### config.mk
export PLATFORM = sky130hd
export DESIGN_NAME = key_step_gen
export DESIGN_NICKNAME = d
export VERILOG_FILES = /design/src/rtl/key_step_gen.sv
export SDC_FILE = /design/constraint.sdc
export NUM_CORES = 1
export LEC_CHECK = 0
export ABC_AREA = 1
export CAP_MARGIN = 40
export CORE_MARGIN = 2
export CORE_UTILIZATION = 50
export DETAILED_ROUTE_END_ITERATION = 7
export DONT_BUFFER_PORTS = 1
export PLACE_DENSITY_LB_ADDON = 0.1
export SLEW_MARGIN = 20
export SYNTH_ARGS = -nofsm -noshare
export SYNTH_HDL_FRONTEND = slang
export SYNTH_SLANG_ARGS = --single-unit
export TNS_END_PERCENT = 30
### constraint.sdc
create_clock -name clk -period 1.8 [get_ports clk]
set_input_delay 0.18 -clock clk [delete_from_list [all_inputs] [get_ports clk]]
set_output_delay 0.18 -clock clk [all_outputs]
set_load 0.02 [all_outputs]
### src/rtl/key_step_gen.sv
// Debounced 4-button step-strobe generator with optional auto-repeat.
// Auto-repeat is enabled by defining KEY_STEP_AUTO_REPEAT_EN.
module key_step_gen #(
  parameter int unsigned DB_CYCLES     = 500000,
  parameter int unsigned REPEAT_DELAY  = 25000000,
  parameter int unsigned REPEAT_PERIOD = 1000000
) (
  input  logic       clk,
  input  logic       rst,
  input  logic [3:0] btn_raw,
  output logic [3:0] keys,
  output logic [3:0] held
);

  typedef enum logic [1:0] {
    StIdle   = 2'd0,
    StFirst  = 2'd1,
    StRepeat = 2'd2
  } state_e;

  localparam logic [19:0] DbMax   = 20'(DB_CYCLES);
  localparam logic [25:0] DelayM1 = 26'(REPEAT_DELAY - 1);
`ifdef KEY_STEP_AUTO_REPEAT_EN
  localparam logic [25:0] PeriodM1 = 26'(REPEAT_PERIOD - 1);
`endif

  logic [3:0]       sync1_q, sync2_q;
  logic [3:0]       held_q, held_d;
  logic [3:0][19:0] db_cnt_q, db_cnt_d;
  logic [3:0]       keys_q, keys_d;
  logic [3:0]       last_q, last_d;
  logic [25:0]      rcnt_q, rcnt_d;
  state_e           state_q, state_d;
  logic [3:0]       sel;

  // Counter only runs while the synchronized level disagrees with the accepted level.
  always_comb begin
    held_d   = held_q;
    db_cnt_d = db_cnt_q;
    for (int i = 0; i < 4; i++) begin
      if (sync2_q[i] == held_q[i]) begin
        db_cnt_d[i] = '0;
      end else if (db_cnt_q[i] == DbMax) begin
        db_cnt_d[i] = '0;
        held_d[i]   = ~held_q[i];
      end else begin
        db_cnt_d[i] = db_cnt_q[i] + 20'd1;
      end
    end
  end

  always_comb begin
    sel = 4'b0000;
    if (held_q[3])      sel = 4'b1000;
    else if (held_q[2]) sel = 4'b0100;
    else if (held_q[1]) sel = 4'b0010;
    else if (held_q[0]) sel = 4'b0001;
  end

  always_comb begin
    state_d = state_q;
    rcnt_d  = rcnt_q;
    last_d  = last_q;
    keys_d  = 4'b0000;
    case (state_q)
      StIdle: begin
        if (sel != 4'b0000) begin
          keys_d  = sel;
          last_d  = sel;
          rcnt_d  = DelayM1;
          state_d = StFirst;
        end
      end
      StFirst, StRepeat: begin
        if (sel == 4'b0000) begin
          state_d = StIdle;
        end else if (sel != last_q) begin
          keys_d  = sel;
          last_d  = sel;
          rcnt_d  = DelayM1;
          state_d = StFirst;
        end
`ifdef KEY_STEP_AUTO_REPEAT_EN
        else if (rcnt_q == 26'd0) begin
          keys_d  = last_q;
          rcnt_d  = PeriodM1;
          state_d = StRepeat;
        end else begin
          rcnt_d = rcnt_q - 26'd1;
        end
`endif
      end
      default: begin
        state_d = StIdle;
      end
    endcase
  end

`ifndef KEY_STEP_AUTO_REPEAT_EN
  logic unused_repeat;
  assign unused_repeat = ^{REPEAT_PERIOD, rcnt_q};
`endif

  always_ff @(posedge clk or negedge rst) begin
    if (!rst) begin
      sync1_q  <= '0;
      sync2_q  <= '0;
      held_q   <= '0;
      db_cnt_q <= '0;
      keys_q   <= '0;
      last_q   <= '0;
      rcnt_q   <= '0;
      state_q  <= StIdle;
    end else begin
      sync1_q  <= btn_raw;
      sync2_q  <= sync1_q;
      held_q   <= held_d;
      db_cnt_q <= db_cnt_d;
      keys_q   <= keys_d;
      last_q   <= last_d;
      rcnt_q   <= rcnt_d;
      state_q  <= state_d;
    end
  end

  assign keys = keys_q;
  assign held = held_q;

endmodule
==> summary.md, run 1 <==
| Metric | Value |
|---|---|
| Hold Crit Class | in -> async |
| Setup Fix Bufs, Post-CTS | 0 |
| Fraction of the mapped netlist area in simple logic gates | 0.359 |
| Comb power frac | 0.031 |
| GP Congestion | 0.925 |
| GRT Util Overall | 0.203 |
| Number of distinct library cells after synthesis | 25 |
| Syn_area_per_cell | 7.35 sq um |
| Multiplexer share of the synthesized area | 0 |
| Port bufs | 0 |
| Setup Skew | 0.00643 ns |
| Final Cell Area | 5840 sq um |
| Failing checks | hold timing |
| Fin Setup TNS | 0 ns |
| WP data required | 2.06 ns |
| Largest net degree at the start of global routing | 102 |
| Maximum VDD drop | 0.495 mV |
| DR DRC count | 0 |
| CP Class | reg -> reg |
| Core box area | 10700 sq um |
| Period utilisation layout | 0.899 |
| Reg power frac | 0.623 |
| Syn_nets | 752 |
| Fin. Hold Viols | 101 |
| DRT Wirelength | 10.6 mm |
| Slew margin rel. | 0.731 |
| Clk sinks | 101 |
| Sequential area share after synthesis | 0.466 |
| Synthesis Warnings | 0 |
| Root Driver | clkbuf_8 |
| Vias per inst | 4.87 |
| Routed vias | 4385 |
| Final setup fails | 0 |
| Total net switching power | 0.826 mW |
| Fin nets | 772 |
| Area grow syn2layout | 7.78% |
| Hold slack | -0.506 ns |
| Static Leak | 2.66 nW |
| CTS max path bufs | 2 |
| Synthesized area | 5420 sq um |
| Family with the most delay on the worst path | simple AND/OR/NAND/NOR gates |
| Ant. Diodes | 0 |
| Worst Path Buf+Inv | 1 |
| CP dominant cell by count | nand3_1 |
| Post-synth top area share | 0.466 |
| Area post-placement | 5640 sq um |
| I/O pin cnt | 14 |
| Slowest-stage cell, CP | dfrtp_1 |
| Cts repair resizes | 0 |
| Routed Antenna Nets | 0 |
| Largest stage delay, worst path | 0.41 ns |
| Synth top area cells | dfrtp_1 (47%), nor2_1 (12%), nand2_1 (12%) |
| Max Clk Rate | 618 MHz |
| GR Overflow Total | 0 |
| Most frequent cells in the layout | nor2_1 (179), nand2_1 (171), inv_1 (102), dfrtp_1 (101), nand3_1 (78) |
| CTS Buf Count | 9 |
| Synthesized-area fraction occupied by adder cells | 0.0185 |
| Cell Rows | 38 |
| XOR/XNOR share of the synthesized area | 0.0639 |
| PD cells | 639 nW/um^2 |
| Clock Power Share | 0.346 |
| Synth Register Bits | 101 |
| Initial antenna violation count | 0 |
| Syn Inst Count | 738 |
| Top cell type by total area after synthesis | dfrtp_1 |
| Worst Tran Pin Value | 0.403 ns |
| Final min period | 1.62 ns |
| Commonest non-fill, non-tap cell in the layout | nor2_1 |
| Die Area | 11700 sq um |
| First-pass GRT wire length | 19.0 mm |
| Hold Buf Count CTS | 4 |
| DRT Pass-1 Iters | 5 |
| Vias in the first global route | 4213 |
| Compound-gate portion of the synthesized area | 0.0173 |
| Critical Path AT | 1.88 ns |
| CTS H-tree lvls | 3 |
| Ratio of cells with drive above 1 in the final layout | 0.0486 |
| Max Fanout on Critical Path | 7 |
| Net Sw Frac | 0.221 |
| Largest family of logic cells by synthesized area | simple AND/OR/NAND/NOR gates |
| Cell breakdown of the critical path | inv_1, ha_1, nand3_1, nor3_1, nand3_1, nand2_1, nor2_1 |
| Max-cap viol count | 0 |
| Worst setup SP type | register |
| Slew Viols, Final | 0 |
| Status | finished, violations left |
| Int Pwr | 2.91 mW |
| Initial core utilization | 0.507 |
| Clk slew on worst S/H paths | 0.09 ns |
| Die W | 108 microns |
| Initial DRC Count | 274 |
| Crit end category | register |
| Die height | 108 microns |
| RSZ-0062 raised after global routing | no |
| DP HPWL | 7.68 mm |
| Skew-Pair Late Insertion Delay | 0.37 ns |
| CTS tree | done |
| WL/cell | 11.8 microns |
==> layer usage <==
layer	up-vias	track usage	wire, microns	share of wire
met5	-	0	0	0
met4	0	0.0577	116	0.011
met3	10	0.0488	381	0.036
met2	67	0.331	4870	0.46
met1	2013	0.273	5230	0.49
li1	2295	-	-	-
==> cell usage after synthesis (all sizes together) <==
master / number
and3: 1
and2: 4
inv: 105
buf: 2
o21ai: 6
a21oi: 10
nor2: 188
a31oi: 1
nand3: 78
nand2: 173
nor3: 14
xnor2: 9
nand3b: 1
nand4: 8
o21bai: 1
xor2: 28
ha: 8
dfrtp: 101
==> power groups by stage <==
stage                     clock network [mW]  registers, mW  logic [mW]
after detailed placement                   0           2.37       0.110
final                                   1.29           2.32       0.115
after global placement                     0           2.37       0.109
after floorplan                            0           2.37      0.0850
after global routing                    1.45           2.33       0.134
after CTS                               1.38           2.33       0.118
==> final cells by class <==
class / instances / area, sq um
fill: 1018 / 4850
tap: 140 / 175
clock inverter: 1 / 7.51
timing repair buffer: 11 / 92.6
inverter: 105 / 394
sequential: 101 / 2530
clock buffer: 13 / 159
multi-input combinational: 530 / 2490
==> kinds of logic after synthesis <==
logic type	after synthesis
and+or+nand+nor	467
buffers and inverters	107
DFF	101
xor gates and xnor gates	37
AOI/OAI and AO/OA	18
adders and majority gates	8
==> sequential cells by signal, indices dropped and copies added, names as in the netlist <==
signal,flops
sync2_q,4
last_q,4
held,4
sync1_q,4
keys,4
db_cnt_q,80
state_q,1
==> path summary, 6_finish.rpt <==
path	from	end	slack [ns]	cells after the start
worst max-delay path	db_cnt_q[0]$_DFF_PN0_	db_cnt_q[18]$_DFF_PN0_	0.18	7
worst min-delay path	rst	db_cnt_q[43]$_DFF_PN0_	-0.51	0
worst max register to register	db_cnt_q[0]$_DFF_PN0_	db_cnt_q[18]$_DFF_PN0_	0.18	7
worst min register to register	sync1_q[0]$_DFF_PN0_	sync2_q[0]$_DFF_PN0_	0.36	0
max in group asynchronous	rst	db_cnt_q[32]$_DFF_PN0_	2.18	0
min in group clk	btn_raw[0]	sync1_q[0]$_DFF_PN0_	0.36	1
==> metrics by stage <==
stage               total power, mW  std cells  utilization  hold WS [ns]  setup slack (ns)
global placement               2.48        883        0.527        -0.112             0.228
finish                         3.73        901        0.546        -0.506             0.181
CTS                            3.82        901        0.546        -0.535             0.179
floorplan                      2.45        738            -        -0.116             0.429
detailed placement             2.48        883        0.527        -0.111             0.192
global route                   3.92        901        0.546        -0.543            0.0328
No activity file was read; power rests on OpenSTA's default activity.
==> inputs of run 2 (changes only) <==
CELL_PAD_IN_SITES_DETAIL_PLACEMENT = 0   (was unset)
CELL_PAD_IN_SITES_GLOBAL_PLACEMENT = 1   (was unset)
CORE_UTILIZATION = 47   (was 50)
==> run 2 against run 1 <==
Compared with the run above:
- count of clock-buffer cells in the layout decreased by 2
- the flow still finishes with violations (hold timing)
- sequential power about the same
- maximum frequency increased by 2.3%
- utilization down 1.6 points
- register-to-register slack gained 0.04 ns
- via count increased by 2.4%
- combinational power about the same
- sequential share of layout area fell by 1.1 points
- largest cell class unchanged
- non-clock buffer count rose by 1
- die area increased by 6.1%
- final cell count grew 0.67%
==> summary.md, run 2 (synthesis gave the netlist of run 1 again) <==
| Metric | Value |
|---|---|
| CTS H-tree lvls | 3 |
| Max-cap viol count | 0 |
| Slew Viols, Final | 0 |
| Maximum VDD drop | 0.816 mV |
| Routed vias | 4490 |
| Initial DRC Count | 297 |
| Static Leak | 2.73 nW |
| Most frequent cells in the layout | nor2_1 (179), nand2_1 (170), inv_1 (102), dfrtp_1 (101), nand3_1 (78) |
| Crit end category | register |
| Launch point of the worst reg-to-reg path | db_cnt_q[0]$_DFF_PN0_ |
| Max Fanout on Critical Path | 7 |
| GR Overflow Total | 0 |
| Fin nets | 773 |
| FF-to-FF setup slack | 0.22 ns |
| DP HPWL | 8.45 mm |
| Fin Setup TNS | 0 ns |
| Core box area | 11300 sq um |
| Fin. Hold Viols | 101 |
| Setup Fix Bufs, Post-CTS | 0 |
| Commonest non-fill, non-tap cell in the layout | nor2_1 |
| Skew-Pair Late Insertion Delay | 0.35 ns |
| Critical Path AT | 1.82 ns |
| Area post-placement | 5650 sq um |
| Routed Antenna Nets | 0 |
| CTS tree | done |
| Status | finished, violations left |
| Clk sinks | 101 |
| Hold Buf Count CTS | 4 |
| Setup Skew | 0.00554 ns |
| Die height | 111 microns |
| Worst setup SP type | register |
| RSZ-0062 raised after global routing | no |
| Vias per inst | 4.95 |
| Largest net degree at the start of global routing | 102 |
| R2R depth | 7 |
| I/O pin cnt | 14 |
| Initial antenna violation count | 0 |
| Clk slew on worst S/H paths | 0.07 ns |
| Final min period | 1.58 ns |
| DRT Wirelength | 11.6 mm |
| CTS Buf Count | 9 |
| Ratio of cells with drive above 1 in the final layout | 0.0563 |
| Non-Filler Instances | 907 |
| Max Clk Rate | 632 MHz |
| Worst Tran Pin Value | 0.400 ns |
| Vias in the first global route | 4357 |
| Port bufs | 0 |
| Cell Rows | 39 |
| CP Class | reg -> reg |
| Fillers | 1130 |
| Largest register FFs | 80 |
| Area grow syn2layout | 10.7% |
| Placed insts | 887 |
| Ant. Diodes | 0 |
| DRT Pass-1 Iters | 4 |
| Critical Path Start | db_cnt_q[0]$_DFF_PN0_ |
| Hold slack | -0.482 ns |
| GRT Util Overall | 0.200 |
| Final setup fails | 0 |
| Final Cell Area | 6000 sq um |
| Failing checks | hold timing |
| Period utilisation layout | 0.879 |
| GP Congestion | 0.835 |
| Die Area | 12400 sq um |
| First-pass GRT wire length | 20.1 mm |
| Final core occ | 0.530 |
| CTS max path bufs | 2 |
| Root Driver | clkbuf_16 |
| Slew margin rel. | 0.733 |
| Biggest register | db_cnt_q |
| Hold Crit Class | in -> async |
| Initial core utilization | 0.479 |
| DR DRC count | 0 |
| PD cells | 744 nW/um^2 |
| WP data required | 2.04 ns |
| WL/cell | 12.8 microns |
| RR Endpoint | db_cnt_q[18]$_DFF_PN0_ |
| Die W | 111 microns |
## run 2: changes by cell type in the layout (fill, tap and decap cells not counted), sizes merged
cell      change
buf           +1
bufinv        +1
clkbuf        -2
clkinv        +2
clkinvlp      +1
## run 2: area by class of cell
cell class | count | area, sq um | share of cell area
Sequential cell | 101 | 2530 | 0.421
Clock buffer | 11 | 253 | 0.0421
Clock inverter | 5 | 58.8 | 0.00980
Multi-Input combinational cell | 530 | 2490 | 0.415
Tap cell | 143 | 179 | 0.0298
Inverter | 105 | 394 | 0.0657
Timing Repair Buffer | 12 | 100 | 0.0167
## run 2: through the flow
stage / worst slack, ns / total power [mW] / hold slack (ns)
finish: 0.218 / 4.47 / -0.482
global placement: 0.266 / 2.48 / -0.112
floorplan: 0.429 / 2.45 / -0.116
global route: 0.0422 / 4.62 / -0.500
CTS: 0.163 / 4.52 / -0.496
detailed placement: 0.180 / 2.48 / -0.112
## run 2: worst max-delay path by stage
stage,endpoint,slack [ns],depth (start not counted)
global placement,db_cnt_q[18]$_DFF_PN0_,0.27,7
finish,db_cnt_q[18]$_DFF_PN0_,0.22,7
detailed placement,db_cnt_q[58]$_DFF_PN0_,0.18,7
floorplan,db_cnt_q[18]$_DFF_PN0_,0.43,7
global route,db_cnt_q[18]$_DFF_PN0_,0.04,7
CTS,db_cnt_q[48]$_DFF_PN0_,0.16,7
## run 2: timing repair
item                       CTS  global route
hold endpoints to repair   105           101
resized for setup            0             1
setup endpoints to repair    0             2
## run 2: critical path, stage by stage, from the launching register on
cell and delay (ns):
dfrtp_1 0.40, inv_1 0.13, ha_1 0.18, nand3_1 0.08, nor3_1 0.14, nand3_1 0.25
nand2_1 0.22, nor2_1 0.07
## run 2: report_power, final
| group | internal [mW] | leakage [nW] | switching (mW) | total, mW |
|---|---|---|---|---|
| registers | 2.30 | 1.38 | 0.0283 | 2.33 |
| logic | 0.0454 | 1.20 | 0.0729 | 0.118 |
| clock network | 1.15 | 0.148 | 0.866 | 2.02 |
| total | 3.50 | 2.73 | 0.967 | 4.47 |
## run 2: routing by layer
layer	wire length, microns	share of wire	GRT usage
met3	395	0.034	0.0441
met5	0	0	0
met2	5490	0.47	0.320
met1	5480	0.47	0.265
met4	263	0.023	0.0815
==> inputs of run 3 (changes only) <==
CORE_UTILIZATION = 40   (was 47)
clock period = 1.4 ns   (was 1.8 ns; I/O delays follow)
==> run 3 against run 2 <==
Compared with the run above:
- the run ends with hold timing, setup timing left
- global-route usage shrank 1.9 points
- via count grew 4.0%
- clock power grew 40%
- register-to-register slack lost 0.29 ns
- die area grew 17%
- routed wire length grew 8.5%
- final cell count grew 9.7%
- sequential share of layout area shrank 5.9 points
- count of clock-buffer cells in the layout shrank 2
- sequential power grew 29%
- clock skew grew 0.0019 ns
==> summary.md, run 3 (synthesis gave the netlist of run 1 again) <==
| Metric | Value |
|---|---|
| Die Area | 14500 sq um |
| Hold Buf Count CTS | 4 |
| Status | finished, violations left |
| WP data required | 1.65 ns |
| Vias per inst | 4.69 |
| Worst setup SP type | register |
| Static Leak | 3.07 nW |
| Max Fanout on Critical Path | 4 |
| Launch point of the worst reg-to-reg path | db_cnt_q[0]$_DFF_PN0_ |
| DR DRC count | 0 |
| Slew Viols, Final | 0 |
| Final Cell Area | 6990 sq um |
| RR Endpoint | db_cnt_q[10]$_DFF_PN0_ |
| DRT Wirelength | 12.6 mm |
| PD cells | 871 nW/um^2 |
| WL/cell | 12.7 microns |
| FF-to-FF setup slack | -0.07 ns |
| Cell Rows | 42 |
| Root Driver | clkbuf_16 |
| CTS max path bufs | 2 |
| Crit end category | register |
| Ant. Diodes | 0 |
| Initial core utilization | 0.409 |
| Routed Antenna Nets | 0 |
| Cell breakdown of the critical path | ha_2, nand2_2, nor2_4, nand2_2, nor2_4, buf_6, xor2_1, nor2_1 |
| Hold slack | -0.522 ns |
| Critical Path AT | 1.72 ns |
| Area grow syn2layout | 28.8% |
| Sequential cell area | 2530 sq um |
| Max-cap viol count | 0 |
| Fin. Hold Viols | 101 |
| Ratio of cells with drive above 1 in the final layout | 0.247 |
| R2R depth | 8 |
| Area of the multi-input gates | 2940 sq um |
| Largest register FFs | 80 |
| Hold Crit Class | in -> async |
| Max Clk Rate | 678 MHz |
| Final setup fails | 13 |
| Non-Filler Instances | 995 |
| CP Class | reg -> reg |
| Fin Setup TNS | -0.417 ns |
| Core box area | 13200 sq um |
| Fillers | 1304 |
| DP HPWL | 8.71 mm |
| Clk slew on worst S/H paths | 0.08 ns |
| CTS Buf Count | 9 |
| DRT Pass-1 Iters | 4 |
| Maximum VDD drop | 0.632 mV |
| Skew-Pair Late Insertion Delay | 0.36 ns |
| Initial antenna violation count | 0 |
| Largest stage delay, worst path | 0.41 ns |
| CTS H-tree lvls | 3 |
| Final min period | 1.47 ns |
| Biggest register | db_cnt_q |
| GP Congestion | 0.847 |
| Die W | 120 microns |
| Vias in the first global route | 4500 |
| GRT Util Overall | 0.181 |
| Period utilisation layout | 1.05 |
| RSZ-0062 raised after global routing | yes |
| Fin nets | 828 |
| Largest net degree at the start of global routing | 102 |
| Setup Skew | 0.00741 ns |
| Port bufs | 0 |
| Worst Tran Pin Value | 0.348 ns |
| Initial DRC Count | 240 |
| I/O pin cnt | 14 |
| Failing checks | hold timing, setup timing |
| Slowest-stage cell, CP | dfrtp_1 |
| Slew margin rel. | 0.768 |
| Final core occ | 0.527 |
| GR Overflow Total | 0 |
| Commonest non-fill, non-tap cell in the layout | nor2_1 |
| Clk sinks | 101 |
| Most frequent cells in the layout | nor2_1 (149), nand2_1 (140), dfrtp_1 (97), inv_1 (94), nand3_1 (57) |
| Area post-placement | 6030 sq um |
| Routed vias | 4671 |
| Die height | 120 microns |
| First-pass GRT wire length | 20.9 mm |
| Setup ws final | -0.0739 ns |
| CTS tree | done |
| Placed insts | 966 |
-- run 3: changes by cell type in the layout (fill, tap and decap cells not counted), sizes merged --
| cell | change |
|---|---|
| buf | +55 |
| clkinvlp | -2 |
| clkbuf | -2 |
| bufinv | +1 |
| inv | +3 |
-- run 3: worst max path at each step --
stage | end | from | cells after the start
after floorplan | db_cnt_q[18]$_DFF_PN0_ | db_cnt_q[0]$_DFF_PN0_ | 7
after global placement | db_cnt_q[34]$_DFF_PN0_ | db_cnt_q[20]$_DFF_PN0_ | 7
final | db_cnt_q[10]$_DFF_PN0_ | db_cnt_q[0]$_DFF_PN0_ | 8
after CTS | held[3]$_DFFE_PN0P_ | db_cnt_q[60]$_DFF_PN0_ | 9
after detailed placement | db_cnt_q[34]$_DFF_PN0_ | db_cnt_q[21]$_DFF_PN0_ | 7
after global routing | db_cnt_q[14]$_DFF_PN0_ | db_cnt_q[0]$_DFF_PN0_ | 9
-- run 3: per-stage QoR --
stage | total power, mW | setup WS, ns
final | 6.09 | -0.0739
after global routing | 6.31 | -0.179
after CTS | 6.11 | -0.0469
after detailed placement | 3.23 | -0.110
after global placement | 3.23 | -0.0745
after floorplan | 3.15 | 0.0286
-- run 3: per-layer routing --
metal  vias up  share of wire  track usage
met5         -              0            0
met4         0          0.013       0.0501
met3        11          0.026       0.0476
met2        43           0.48        0.295
met1      2199           0.48        0.237
li1       2418              -            -
-- run 3: final cells by class --
type                    instances  share of cell area
multi-input cells             530               0.421
flip-flops and latches        101               0.363
repair buffers                 67              0.0793
inverters                     105              0.0582
clock buffers                   9              0.0322
well taps                     176              0.0315
clock inverters                 7              0.0152
-- run 3: power breakdown --
group	leakage, nW	switching, mW	internal (mW)
combinational	1.53	0.139	0.132
sequential	1.38	0.0437	2.95
clock	0.163	1.22	1.60
-- run 3: critical path: cells and delay by family (launching register included) --
| family | cells | cell delay, ns |
|---|---|---|
| buffers and inverters | 1 | 0.12 |
| DFF | 1 | 0.41 |
| adders and majority gates | 1 | 0.21 |
| xor gates and xnor gates | 1 | 0.13 |
| and+or+nand+nor | 5 | 0.49 |
-- run 3: timing repair --
item                       in CTS  in global routing
buffers inserted                1                  8
setup endpoints to repair      49                 76
pin swaps                       7                 57
resized for setup              31                120
hold endpoints to repair      105                101
